<file path="src/rtl/alu_issue_ctrl_pkg.sv">
// Shared definitions for the ALU issue controller: opcodes, instruction
// field positions and the sequencer state encoding.
package alu_issue_ctrl_pkg;

    localparam int NREGS = 4;
    localparam int IW    = 16;

    // Instruction field positions within the 16-bit word
    localparam int OPC_MSB = 15;
    localparam int OPC_LSB = 12;
    localparam int RD_MSB  = 11;
    localparam int RD_LSB  = 10;
    localparam int RS_MSB  = 9;
    localparam int RS_LSB  = 8;
    localparam int IMM_MSB = 7;
    localparam int IMM_LSB = 0;

    // Opcodes; the ALU understands the same values zero-extended to 8 bits
    localparam logic [3:0] OP_LDI  = 4'b0001;
    localparam logic [3:0] OP_ADD  = 4'b0010;
    localparam logic [3:0] OP_SUB  = 4'b0011;
    localparam logic [3:0] OP_AND  = 4'b0100;
    localparam logic [3:0] OP_OR   = 4'b0101;
    localparam logic [3:0] OP_XOR  = 4'b0110;
    localparam logic [3:0] OP_OUT  = 4'b0111;
    localparam logic [3:0] OP_SRAC = 4'b1000;

    typedef enum logic [1:0] {
        IDLE    = 2'd0,
        ISSUE   = 2'd1,
        CAPTURE = 2'd2,
        OUTWAIT = 2'd3
    } state_t;

    // Opcodes that only update carry_flag when they write back
    function automatic logic sets_carry(input logic [3:0] op);
        return (op == OP_ADD) || (op == OP_SUB);
    endfunction

endpackage

</file>
<file path="src/rtl/alu_issue_ctrl_regfile.sv">
// 4 x 8-bit register file: one synchronous write port, two asynchronous
// read ports, cleared by synchronous reset.
module alu_issue_regfile
    import alu_issue_ctrl_pkg::*;
(
    input  logic       clk,
    input  logic       reset,
    input  logic       we,
    input  logic [1:0] waddr,
    input  logic [7:0] wdata,
    input  logic [1:0] raddr_a,
    input  logic [1:0] raddr_b,
    output logic [7:0] rdata_a,
    output logic [7:0] rdata_b
);

    logic [7:0] regs [NREGS];

    // Reset clears every register; otherwise a single write per cycle
    always_ff @(posedge clk) begin
        if (reset) begin
            for (int i = 0; i < NREGS; i++) begin
                regs[i] <= '0;
            end
        end else if (we) begin
            regs[waddr] <= wdata;
        end
    end

    assign rdata_a = regs[raddr_a];
    assign rdata_b = regs[raddr_b];

endmodule

</file>
<file path="src/rtl/alu_issue_ctrl.sv">
// Instruction sequencer driving a registered 8-bit ALU. Accepts 16-bit
// instructions, keeps a 4 x 8 register file, issues ALU ops, writes results
// back and emits OUT values over a valid/ready result port.
// Optional build macro: ALU_ISSUE_PERF_CNT_EN adds the retired_cnt counter.
module alu_issue_ctrl
    import alu_issue_ctrl_pkg::*;
(
    input  logic          CLK,
    input  logic          RESET,
    input  logic          instr_valid,
    output logic          instr_ready,
    input  logic [IW-1:0] instr,
    output logic [7:0]    alu_opcode,
    output logic [7:0]    alu_operand_a,
    output logic [7:0]    alu_operand_b,
    input  logic [7:0]    alu_result,
    input  logic          alu_carry,
    output logic          out_valid,
    input  logic          out_ready,
    output logic [7:0]    out_data,
    output logic          carry_flag,
    output logic          err_unknown,
    output logic          busy
`ifdef ALU_ISSUE_PERF_CNT_EN
    ,
    output logic [15:0]   retired_cnt
`endif
);

    state_t     state;
    logic [3:0] lat_op;
    logic [1:0] lat_rd;

    logic [3:0] op_in;
    logic [1:0] rd_in;
    logic [1:0] rs_in;
    logic [7:0] imm_in;
    logic       transfer;

    logic       rf_we;
    logic [1:0] rf_waddr;
    logic [7:0] rf_wdata;
    logic [7:0] rdata_a;
    logic [7:0] rdata_b;

    assign op_in  = instr[OPC_MSB:OPC_LSB];
    assign rd_in  = instr[RD_MSB:RD_LSB];
    assign rs_in  = instr[RS_MSB:RS_LSB];
    assign imm_in = instr[IMM_MSB:IMM_LSB];

    assign instr_ready = (state == IDLE) && !RESET;
    assign transfer    = instr_valid && instr_ready;
    assign busy        = (state != IDLE);

    // Write port: LDI writes on its accept edge, ALU ops write in CAPTURE.
    // The two sources can never coincide because they need different states.
    always_comb begin
        rf_we    = 1'b0;
        rf_waddr = rd_in;
        rf_wdata = imm_in;
        if (state == IDLE && transfer && op_in == OP_LDI) begin
            rf_we = 1'b1;
        end else if (state == CAPTURE) begin
            rf_we    = 1'b1;
            rf_waddr = lat_rd;
            rf_wdata = alu_result;
        end
    end

    alu_issue_regfile u_regfile (
        .clk     (CLK),
        .reset   (RESET),
        .we      (rf_we),
        .waddr   (rf_waddr),
        .wdata   (rf_wdata),
        .raddr_a (rd_in),
        .raddr_b (rs_in),
        .rdata_a (rdata_a),
        .rdata_b (rdata_b)
    );

    // Sequencer FSM with registered ALU drive, result port and flags
    always_ff @(posedge CLK) begin
        if (RESET) begin
            state         <= IDLE;
            lat_op        <= '0;
            lat_rd        <= '0;
            alu_opcode    <= '0;
            alu_operand_a <= '0;
            alu_operand_b <= '0;
            out_valid     <= 1'b0;
            out_data      <= '0;
            carry_flag    <= 1'b0;
            err_unknown   <= 1'b0;
        end else begin
            case (state)
                IDLE: begin
                    if (transfer) begin
                        case (op_in)
                            OP_LDI: begin
                                state <= IDLE;
                            end
                            OP_ADD, OP_SUB, OP_AND, OP_OR, OP_XOR, OP_SRAC: begin
                                lat_op        <= op_in;
                                lat_rd        <= rd_in;
                                alu_opcode    <= {4'b0000, op_in};
                                alu_operand_a <= rdata_a;
                                alu_operand_b <= rdata_b;
                                state         <= ISSUE;
                            end
                            OP_OUT: begin
                                out_data  <= rdata_a;
                                out_valid <= 1'b1;
                                state     <= OUTWAIT;
                            end
                            default: begin
                                err_unknown <= 1'b1;
                            end
                        endcase
                    end
                end
                ISSUE: begin
                    alu_opcode <= '0;
                    state      <= CAPTURE;
                end
                CAPTURE: begin
                    if (sets_carry(lat_op)) begin
                        carry_flag <= alu_carry;
                    end
                    state <= IDLE;
                end
                OUTWAIT: begin
                    if (out_ready) begin
                        out_valid <= 1'b0;
                        state     <= IDLE;
                    end
                end
                default: begin
                    state <= IDLE;
                end
            endcase
        end
    end

`ifdef ALU_ISSUE_PERF_CNT_EN
    logic retire;

    assign retire = (state == IDLE && transfer && op_in == OP_LDI)
                 || (state == CAPTURE)
                 || (state == OUTWAIT && out_ready);

    // Count completed instructions; wraps naturally at 16 bits
    always_ff @(posedge CLK) begin
        if (RESET) begin
            retired_cnt <= '0;
        end else if (retire) begin
            retired_cnt <= retired_cnt + 16'd1;
        end
    end
`endif

endmodule

</file>
<file path="config.mk">
export PLATFORM = sky130hd
export DESIGN_NAME = alu_issue_ctrl
export DESIGN_NICKNAME = d
export VERILOG_FILES = /design/src/rtl/alu_issue_ctrl_pkg.sv /design/src/rtl/alu_issue_ctrl_regfile.sv /design/src/rtl/alu_issue_ctrl.sv
export SDC_FILE = /design/constraint.sdc
export NUM_CORES = 1
export LEC_CHECK = 0
export ABC_CLOCK_PERIOD_IN_PS = 2250
export CORE_AREA = 2 2 111 59
export DETAILED_ROUTE_END_ITERATION = 8
export DIE_AREA = 0 0 113 61
export DONT_BUFFER_PORTS = 1
export PLACE_DENSITY = 0.73
export SETUP_SLACK_MARGIN = 0.3
export SLEW_MARGIN = 30
export SYNTH_ARGS = -nofsm -noshare
export SYNTH_HDL_FRONTEND = slang
export SYNTH_SLANG_ARGS = --single-unit
</file>
<file path="constraint.sdc">
create_clock -name CLK -period 2.25 [get_ports CLK]
set_clock_uncertainty 0.15 [all_clocks]
set_input_delay 0.1125 -clock CLK [delete_from_list [all_inputs] [get_ports CLK]]
set_output_delay 0.1125 -clock CLK [all_outputs]
set_load 0.005 [all_outputs]
</file>
==> metrics.yaml, run 1 <==
sta:
  rsz0062_at_grt: "true"
  tns_ps: 0
  post-route-min-period_ps: 2012
  setup_violations: 0
  fmax_mhz: 497.1
  drv_slew: 0
  hold_slack_ps: -17.29
  timing.slew.headroom_pct: 54.67
  finalHoldViolCount: 2
  worstMarginPinSlew_ps: 677.8
  fin_crit_sh_pct: 89.41
flow_run:
  max_cap_violations: 0
run_status:
  status: "finished, violations left"
  violations: "design-rule violations, negative hold slack"
synthesis:
  synth_edf_count: 32
  syn_area_per_cell_um2: 12.06
  yosysUniqueCellTypes: 48
  ys_ff_latch: 70
  yosys.area_share.xor_xnor_pct: 0.5380
  synth_compound_area_share_pct: 12.11
  yosysSeqAreaShare_pct: 52.88
  synthSimpleGateAreaFrac_pct: 14.76
  netlist_instances: 270
  ys_warn_count: 0
  synth-adder-area-share_pct: 0
  async_flop_share_pct: 0
  synth_top_family_by_area: "multiplexers"
  synth_ff_type: "dfxtp_1"
  syn_area_um2: 3256
  synthMuxAreaShare_pct: 14.80
worst_setup_path:
  r2r_slack_ps: 240
  r2r-start: "state[0]$_SDFFE_PP0P_"
  cp-end-kind: "flop"
  cp.required_ps: 2140
  startpoint_type: "flop"
  worstSetupPathType: "reg2reg"
  r2r_cells: 4
  reg2reg_to: "u_regfile.regs[3][5]$_DFFE_PP_"
  critPathMaxFanout: 8
  cp.arrival_ps: 1900
final_layout:
  stdcell_area_um2: 4046
  final_cell_mix: "dfxtp_1, edfxtp_1, nor2_1, dlygate4sd3_1"
  nets: 330
  layout_commonest_cell: "dfxtp_1"
  drive_gt1_share_pct: 32.03
  area_delta_synth_final_pct: 24.29
grt:
  grt_max_degree: 22
  antenna_found_initial: 1
  grt_pass1_vias: 2331
  grt-ovfl-total: 0
  grt.total_usage_pct: 28.60
  grt_pass1_wl_um: 13640
routing:
  first_pass_iters: 7
  drc_errors: 18
  viasPerCell: 6.451
  antenna_left: 0
  drt_iter0_drc: 323
  routed_wirelength_um: 9218
  vias: 2477
  wire_per_inst_um: 24.01
floorplan:
  ios: 66
  dieHeight_um: 61
  fp.coreArea_um2: 5906
  die_area_um2: 6893
  rows: 20
  dieWidth_um: 113
  start_util_pct: 55.13
min_path:
  min_path_type: "in2reg"
  min_to: "u_regfile.regs[3][7]$_DFFE_PP_"
  hold_depth: 2
  hp-start: "alu_result[7]"
cts:
  cts_max_level: 3
  insertion_delay_ps: 340
  cts_inserted_buffers: 9
  cts_buffer_depth: 2
  clkSlewWorstSetupHoldPaths_ps: 60
  cts_sinks: 70
  cts_tree: "built"
  cts-root-buf: "clkbuf_16"
place:
  gp_congestion: 0.8294
  dp_hpwl_um: 6036
  post_dp_cell_area_um2: 3398
  numPortBuffers: 0
power_and_ir_drop:
  p_per_area_nw_per_um2: 794.1
  total_power_w: 0.003213
  ir_worst_vdd_uv: 402.6
  static-leakage-power_nw: 1.545
how the worst max path moves through the flow:
stage	from	endpoint	slack [ps]	cells past startpoint
4_1_cts	state[0]$_SDFFE_PP0P_	u_regfile.regs[3][5]$_DFFE_PP_	260	4
3_3_place_gp	state[0]$_SDFFE_PP0P_	u_regfile.regs[3][5]$_DFFE_PP_	190	4
5_1_grt	state[0]$_SDFFE_PP0P_	u_regfile.regs[0][2]$_SDFFCE_PN0P_	200	6
2_1_floorplan	state[0]$_SDFFE_PP0P_	u_regfile.regs[2][0]$_SDFFCE_PN0P_	150	5
3_5_place_dp	state[0]$_SDFFE_PP0P_	u_regfile.regs[2][0]$_SDFFCE_PN0P_	130	6
6_report	state[0]$_SDFFE_PP0P_	u_regfile.regs[3][5]$_DFFE_PP_	240	4
where the power goes:
| group | internal (W) | total [W] | leakage [nW] | switching, W |
|---|---|---|---|---|
| Clock | 0.000951 | 0.00151 | 0.161 | 0.000562 |
| Sequential | 0.00138 | 0.00142 | 0.639 | 0.0000394 |
| Combinational | 0.000136 | 0.000281 | 0.746 | 0.000145 |
cell families (layout without fill, tap and decap cells):
kind of cell | after synthesis | count (layout)
buf+inv | 33 | 66
xor+xnor | 2 | 2
flops | 70 | 70
mux | 28 | 28
other cells | 1 | 5
compound gates | 47 | 47
simple gates | 89 | 89
cells in the mapped netlist (2+ instances only):
library cell	instances	area [um2]
a21oi_1	9	45.04
a22o_1	2	17.52
a31o_2	16	140.1
a32o_1	3	30.03
and3_1	16	100.1
buf_1	2	7.510
buf_2	5	25.02
buf_4	5	37.54
clkbuf_1	8	30.03
dfxtp_1	38	760.7
edfxtp_1	32	960.9
inv_1	11	41.29
mux2i_1	11	110.1
mux4_2	16	360.4
nand2_1	11	41.29
nand2b_1	3	18.77
nand3_1	3	15.01
nand3b_1	2	15.01
nor2_1	29	108.9
nor2_2	7	43.79
nor3_1	2	10.01
nor3b_1	4	30.03
o211ai_1	4	30.03
o21ai_0	2	10.01
o221ai_1	3	26.28
or3_1	2	12.51
or3b_1	2	17.52
xnor2_1	2	17.52
sequential cells by signal, indices dropped and copies added (netlist names):
register and flops:
alu_operand_b 8, lat_op 3, state 2, out_valid 1, alu_operand_a 8, alu_opcode 4, u_regfile.regs 32, carry_flag 1
lat_rd 2, err_unknown 1, out_data 8
critical path, stage by stage (launching register included):
cell and delay, ps:
dfxtp_2 330, or3_4 400, or3_4 350, a211o_1 310
nand2_4 170
layer usage:
layer  vias to the layer above  GRT usage [%]  share of wire, %  wire length, um
met2                       164          38.24                40             3662
met3                        14          12.29                14             1292
met1                      1220          41.44                44             4088
met5                         -              0                 0                0
met4                         0          10.28               1.9              175
li1                       1079              -                 -                -
stage by stage:
stage / utilization [%] / instances / worst slack, ps / hold slack, ps
2_1_floorplan: - / 273 / 145.6 / 81.18
3_3_place_gp: 57.54 / 345 / 189.2 / 44.48
3_5_place_dp: 57.54 / 345 / 126.6 / 46.03
4_1_cts: 66.46 / 378 / 255.3 / 7.001
5_1_grt: 68.47 / 383 / 199.1 / -1.021
6_report: 68.52 / 384 / 238.4 / -17.29
repair_timing:
action,4_1_cts,5_1_grt
setup buffers,1,0
endpoints found under the setup margin,39,74
hold endpoints to repair,40,3
pin swaps,3,3
gates resized for setup,8,18
gates cloned,0,1
hold buffers,16,4
area by class of cell:
| cell class | count | area [um2] |
|---|---|---|
| Timing Repair Buffer | 38 | 350.3 |
| Clock inverter | 4 | 31.28 |
| Fill cell | 430 | 1859 |
| Inverter | 12 | 45.04 |
| Multi-Input combinational cell | 170 | 1498 |
| Antenna cell | 1 | 2.502 |
| Clock buffer | 12 | 300.3 |
| Tap cell | 77 | 96.34 |
| Sequential cell | 70 | 1723 |
Power figures use the tool's default switching activity.
==> inputs of run 2 (changes only) <==
--- a/config.mk
+++ b/config.mk
@@ -5,10 +5,11 @@
 export SDC_FILE = /design/constraint.sdc
 export NUM_CORES = 1
 export LEC_CHECK = 0
+export ABC_AREA = 1
 export ABC_CLOCK_PERIOD_IN_PS = 2250
-export CORE_AREA = 2 2 111 59
+export CORE_AREA = 2 2 112 60
 export DETAILED_ROUTE_END_ITERATION = 8
-export DIE_AREA = 0 0 113 61
+export DIE_AREA = 0 0 114 62
 export DONT_BUFFER_PORTS = 1
 export PLACE_DENSITY = 0.73
 export SETUP_SLACK_MARGIN = 0.3
==> run 2 against run 1 <==
The run ends with negative hold slack left. Critical path depth is 4 higher. Sequential share of layout area rose by 1.8 points. First-iteration DRC count fell by 4.6%. Synthesized area rose by 2.6%. Worst hold slack gained 14 ps.
==> metrics.yaml, run 2 <==
run_status:
  violations: "negative hold slack"
  status: "finished, violations left"
power_and_ir_drop:
  power_frac_clock_pct: 39.1
  pwr-share-comb_pct: 18.3
  p_switching_w: 0.001036
  p_int_w: 0.002507
  ir_worst_vdd_uv: 569.7
  p_sw_share_pct: 29.24
  static-leakage-power_nw: 1.633
  p_per_area_nw_per_um2: 913.1
  pwr-share-seq_pct: 42.6
  total_power_w: 0.003543
sta:
  hold_slack_ps: -3.340
  tns_ps: 0
  fin_crit_sh_pct: 84.15
  finalHoldViolCount: 4
  worstMarginPinSlew_ps: 682.4
  timing.slew.headroom_pct: 54.35
  drv_slew: 0
  setup_violations: 0
  fmax_mhz: 528.2
  post-route-min-period_ps: 1893
  rsz0062_at_grt: "true"
cts:
  cts_max_level: 3
  clkSlewWorstSetupHoldPaths_ps: 60
  cts_buffer_depth: 2
  insertion_delay_ps: 330
  cts-root-buf: "clkbuf_16"
  cts_inserted_buffers: 9
  cts_tree: "built"
  cts_sinks: 70
worst_setup_path:
  path_buf_inv: 3
  reg2reg_to: "u_regfile.regs[2][3]$_SDFFCE_PN0P_"
  critical-path-max-stage-delay_ps: 400
  r2r_slack_ps: 360
  cp-end-kind: "flop"
  worst_path_most_repeated_cell: "nor2_1"
  r2r-start: "state[0]$_SDFFE_PP0P_"
  cp.arrival_ps: 1820
  crit_path_top_delay_cell: "dfxtp_1"
  cp.required_ps: 2170
  crit_end: "u_regfile.regs[2][3]$_SDFFCE_PN0P_"
  cp.depth: 8
  critPathMaxFanout: 8
  cp_cell_sequence: "inv_1 > nand2_4 > inv_2 > nor2_1 > nor2_4 > buf_4 > nand2_1 > nor2_1"
  critical_path.startpoint: "state[0]$_SDFFE_PP0P_"
  path_delay_family: "simple AND/OR/NAND/NOR gates"
  worstSetupPathType: "reg2reg"
  startpoint_type: "flop"
  r2r_cells: 8
final_layout:
  ff_latch_area_um2: 1723
  diodes: 0
  post-route-util_pct: 62.04
  multi_input_area_um2: 1420
  largest_reg_flops: 32
  nets: 478
  final_cell_mix: "nand2_1, nor2_1, o21ai_0, dfxtp_1, inv_1"
  fillerInstances: 568
  stdcell_count: 534
  drive_gt1_share_pct: 9.692
  regMostFlops: "u_regfile.regs"
  layout_commonest_cell: "nand2_1"
  area_delta_synth_final_pct: 16.14
synthesis:
  ys_warn_count: 0
  ys_ff_latch: 70
  synth_area_leader_cell: "edfxtp_1"
  yosysSeqAreaShare_pct: 51.54
  synth_edf_count: 32
  synth_top_area_share_pct: 28.76
  syn_area_um2: 3341
  syn_area_per_cell_um2: 7.662
  synth_area_leaders: "edfxtp_1, dfxtp_1, nand2_1"
  synth_ff_type: "dfxtp_1"
  async_flop_share_pct: 0
  synth.most_common_cell: "nand2_1"
  synthTopCellsByCount: "nand2_1, nor2_1, o21ai_0"
  yosysUniqueCellTypes: 27
  netlist_instances: 436
grt:
  grt_pass1_vias: 2630
  grt_pass1_wl_um: 13400
  grt.total_usage_pct: 26.14
  grt_max_degree: 33
  grt-ovfl-total: 0
  antenna_found_initial: 0
routing:
  routed_wirelength_um: 9012
  antenna_left: 0
  viasPerCell: 5.633
  drc_errors: 0
  wire_per_inst_um: 16.88
  first_pass_iters: 4
  drt_iter0_drc: 308
  vias: 3008
floorplan:
  die_area_um2: 7068
  fp.coreArea_um2: 6254
  rows: 21
  ios: 66
  dieWidth_um: 114
  start_util_pct: 53.42
  dieHeight_um: 62
min_path:
  min_path_type: "in2reg"
flow_run:
  max_cap_violations: 0
place:
  place_inst: 502
  gp_congestion: 0.9082
  dp_hpwl_um: 6170
  numPortBuffers: 0
## run 2: cell types whose count changed after synthesis, moves of 4 or more
cell / delta
a21oi_1: +19
a31o_2: -16
and3_1: -16
inv_1: +24
inv_2: +4
mux2i_1: -11
mux4_2: -16
nand2_1: +85
nand3_1: +16
nand3_2: +4
nor2_1: +59
nor2_2: -5
o211ai_1: -4
o21ai_0: +52
## run 2: worst reg2reg max path, cell delays in order, from the launching register on
cell and delay, ps:
dfxtp_1 400, inv_1 140, nand2_4 150, inv_2 80
nor2_1 190, nor2_4 100, buf_4 160, nand2_1 170
nor2_1 90
## run 2: area by class of cell
cell class / instances / area share [%]
Sequential cell: 70 / 44.40
Timing Repair Buffer: 21 / 4.966
Clock buffer: 10 / 5.998
Inverter: 39 / 3.837
Multi-Input combinational cell: 308 / 36.60
Clock inverter: 6 / 1.612
Tap cell: 80 / 2.580
## run 2: routing by layer
metal | track usage (%) | share of wire, % | vias to the layer above
met5 | 0 | 0 | -
met4 | 8.188 | 1.5 | 0
met3 | 9.214 | 11 | 16
met2 | 37.59 | 43 | 156
met1 | 37.29 | 45 | 1402
li1 | - | - | 1434
## run 2: power groups by stage
stage	Sequential [W]	Clock, W	Combinational [W]
after global routing	0.00152	0.00145	0.000727
after detailed placement	0.00153	0	0.000541
after global placement	0.00153	0	0.000520
after floorplan	0.00151	0	0.000453
final	0.00151	0.00139	0.000647
after CTS	0.00151	0.00140	0.000582
## run 2: per-stage QoR
stage                     area, um2  worst slack, ps  hold WS, ps
after global routing           3880            283.8        8.403
after floorplan                3352            418.2        126.9
final                          3880            356.6       -3.340
after global placement         3364            205.4        33.91
after CTS                      3802            302.8        4.373
after detailed placement       3364            166.4        35.34
## run 2: cell families (layout without fill, tap and decap cells)
kind of cell | Yosys count | after routing | synth area share [%]
buffers and inverters | 61 | 76 | 8.127
and+or+nand+nor | 217 | 217 | 26.93
DFF | 70 | 70 | 51.54
AOI/OAI and AO/OA | 87 | 87 | 13.30
other | 1 | 4 | 0.1123
## run 2: worst min path at each step
stage / slack, ps / cells past startpoint / end / start
detailed placement: 40 / 1 / alu_operand_b[0]$_SDFFE_PP0P_ / RESET
CTS: 4 / 4 / alu_operand_b[6]$_SDFFE_PP0P_ / instr[9]
global route: 8 / 2 / u_regfile.regs[3][2]$_DFFE_PP_ / RESET
finish: -3 / 2 / u_regfile.regs[3][0]$_DFFE_PP_ / RESET
floorplan: 130 / 2 / carry_flag$_SDFFE_PP0P_ / alu_carry
global placement: 30 / 1 / alu_operand_b[2]$_SDFFE_PP0P_ / RESET
## run 2: what timing repair did
action	CTS	global route
endpoints found under the setup margin	49	70
setup buffers	0	2
endpoints found under the hold margin	32	1
gates resized for setup	4	13
hold buffers	13	1
cloned	0	0
pin swaps	0	4
==> inputs of run 3 (changes only) <==
--- a/config.mk
+++ b/config.mk
@@ -5,11 +5,11 @@
 export SDC_FILE = /design/constraint.sdc
 export NUM_CORES = 1
 export LEC_CHECK = 0
-export ABC_AREA = 1
-export ABC_CLOCK_PERIOD_IN_PS = 2250
-export CORE_AREA = 2 2 112 60
+export ABC_AREA = 0
+export ABC_CLOCK_PERIOD_IN_PS = 1600
+export CORE_AREA = 2 2 111 59
 export DETAILED_ROUTE_END_ITERATION = 8
-export DIE_AREA = 0 0 114 62
+export DIE_AREA = 0 0 113 61
 export DONT_BUFFER_PORTS = 1
 export PLACE_DENSITY = 0.73
 export SETUP_SLACK_MARGIN = 0.3
==> constraint.sdc (replaced) <==
create_clock -name CLK -period 1.6 [get_ports CLK]
set_clock_uncertainty 0.15 [all_clocks]
set_input_delay 0.08 -clock CLK [delete_from_list [all_inputs] [get_ports CLK]]
set_output_delay 0.08 -clock CLK [all_outputs]
set_load 0.005 [all_outputs]
==> run 3 against run 2 <==
The flow finishes with violations (design-rule violations, negative hold slack, negative setup slack). Critical endpoint is now u_regfile.regs[3][3]$_DFFE_PP_. Combinational power decreased by 8.3%. Critical path depth decreased by 4. Global-route usage increased by 5.1 points. Critical path type unchanged. Total power up 31%. Non-clock buffer count rose by 43. Clock-buffer cell count rose by 2. Sequential share of layout area fell by 7.5 points. Wire length grew 20%. Worst hold slack is essentially flat.
==> metrics.yaml, run 3 (synthesis results as in run 1) <==
run_status:
  status: "finished, violations left"
  violations: "design-rule violations, negative hold slack, negative setup slack"
power_and_ir_drop:
  ir_worst_vdd_uv: 745.1
  static-leakage-power_nw: 1.783
  p_per_area_nw_per_um2: 991.6
final_layout:
  post-route-util_pct: 79.05
  regMostFlops: "u_regfile.regs"
  largest_reg_flops: 32
  diodes: 0
  drive_gt1_share_pct: 46.71
  area_delta_synth_final_pct: 43.39
  fillerInstances: 300
  nets: 358
  stdcell_area_um2: 4668
  final_cell_mix: "dfxtp_1, edfxtp_1, buf_4, nor2_1, dlygate4sd3_1"
  layout_commonest_cell: "dfxtp_1"
routing:
  first_pass_iters: 7
  vias: 2748
  wire_per_inst_um: 26.31
  viasPerCell: 6.686
  drc_errors: 4
  routed_wirelength_um: 10810
  antenna_left: 0
  drt_iter0_drc: 434
place:
  dp_hpwl_um: 5811
  numPortBuffers: 0
  gp_congestion: 0.8592
  place_ws_ps: -440.3
  post_dp_cell_area_um2: 3602
cts:
  cts_buffer_depth: 2
  insertion_delay_ps: 330
  cts_sinks: 70
  cts-root-buf: "clkbuf_16"
  cts_max_level: 3
  cts_inserted_buffers: 9
  cts_tree: "built"
  clkSlewWorstSetupHoldPaths_ps: 60
grt:
  grt.total_usage_pct: 31.22
  grt_max_degree: 23
  grt_pass1_vias: 2567
  grt-ovfl-total: 0
  antenna_found_initial: 0
  grt_pass1_wl_um: 15150
worst_setup_path:
  crit_path_top_delay_cell: "or3_4"
  startpoint_type: "flop"
  critPathMaxFanout: 8
  cp_cell_sequence: "or3_4 > or3_4 > a211o_1 > nand2_4"
  worst_path_most_repeated_cell: "or3_4"
  cp-end-kind: "flop"
  cp.required_ps: 1480
  worstSetupPathType: "reg2reg"
  critical-path-max-stage-delay_ps: 420
  cp.arrival_ps: 1900
floorplan:
  start_util_pct: 55.13
  fp.coreArea_um2: 5906
  dieHeight_um: 61
  ios: 66
  die_area_um2: 6893
  dieWidth_um: 113
  rows: 20
min_path:
  min_path_type: "in2reg"
sta:
  finalHoldViolCount: 1
  hold_slack_ps: -3.773
  fmax_mhz: 495.7
  drv_slew: 0
  fin_ws_ps: -417.3
  rsz0062_at_grt: "true"
  setup_violations: 101
  timing.slew.headroom_pct: 35.45
  worstMarginPinSlew_ps: 965.1
  fin_crit_sh_pct: 126.1
  post-route-min-period_ps: 2017
flow_run:
  max_cap_violations: 0
## run 3: changes by cell type in the layout (fill, tap and decap cells not counted), moves of 9 or more
cell	previous run	this run
nor2_2	2	15
and3_1	0	10
a31o_2	0	9
a21oi_1	28	3
buf_4	7	24
buf_6	0	14
nand3_1	19	0
nand2_1	93	8
nor2_1	88	18
o21ai_0	53	0
mux4_2	0	16
inv_1	34	11
mux2i_1	0	10
## run 3: layout make-up
type	instances	area (um2)	share of cell area [%]
Multi-Input combinational cell	172	1803	38.62
Sequential cell	70	1724	36.93
Timing Repair Buffer	64	688.2	14.74
Clock buffer	12	279.0	5.977
Tap cell	77	96.34	2.064
Inverter	12	45.04	0.9649
Clock inverter	4	32.53	0.6969
## run 3: critical path, delay by kind of cell (launching register included)
| kind | cells | cell delay [ps] |
|---|---|---|
| simple gates | 3 | 920 |
| flops | 1 | 340 |
| compound gates | 1 | 310 |
## run 3: worst paths after layout
kind / startpoint / to / depth (start not counted) / slack [ps]
worst max-delay path: state[0]$_SDFFE_PP0P_ / u_regfile.regs[3][3]$_DFFE_PP_ / 4 / -420
worst min-delay path: instr[7] / u_regfile.regs[3][7]$_DFFE_PP_ / 3 / -4
worst max register to register: state[0]$_SDFFE_PP0P_ / u_regfile.regs[3][3]$_DFFE_PP_ / 4 / -420
worst min register to register: lat_op[1]$_SDFFE_PP0P_ / lat_op[1]$_SDFFE_PP0P_ / 1 / 350
## run 3: routing by layer
layer  part of all wire [%]  wire length, um  vias up  global-route usage [%]
met2                     43             4638      211                   46.36
met3                     12             1318       48                   11.89
met1                     41             4392     1346                   42.98
met5                      0                0        -                       0
met4                    4.3              464        0                   10.63
li1                       -                -     1143                       -
## run 3: through the flow
stage                     setup TNS [ps]  total power [W]  hold slack (ps)  cells
after floorplan                   -20710         0.002302            48.68    273
after global placement            -25040         0.002369           -1.811    359
after detailed placement          -27610         0.002382           -2.441    359
after CTS                         -28660         0.004568            1.253    406
after global routing              -37320         0.004744            28.24    411
final                             -32450         0.004629           -3.773    411
## run 3: report_power, final
group	total (W)	internal (W)	switching, W
Sequential	0.00200	0.00194	0.0000624
Clock	0.00203	0.00125	0.000780
Combinational	0.000593	0.000297	0.000296
Total	0.00463	0.00349	0.00114
## run 3: repair_timing
action,CTS,global route
hold buffers,17,0
setup endpoints to repair,104,104
setup buffers,10,5
pin swaps,23,14
gates resized for setup,53,24
hold endpoints to repair,43,0
cloned,4,0
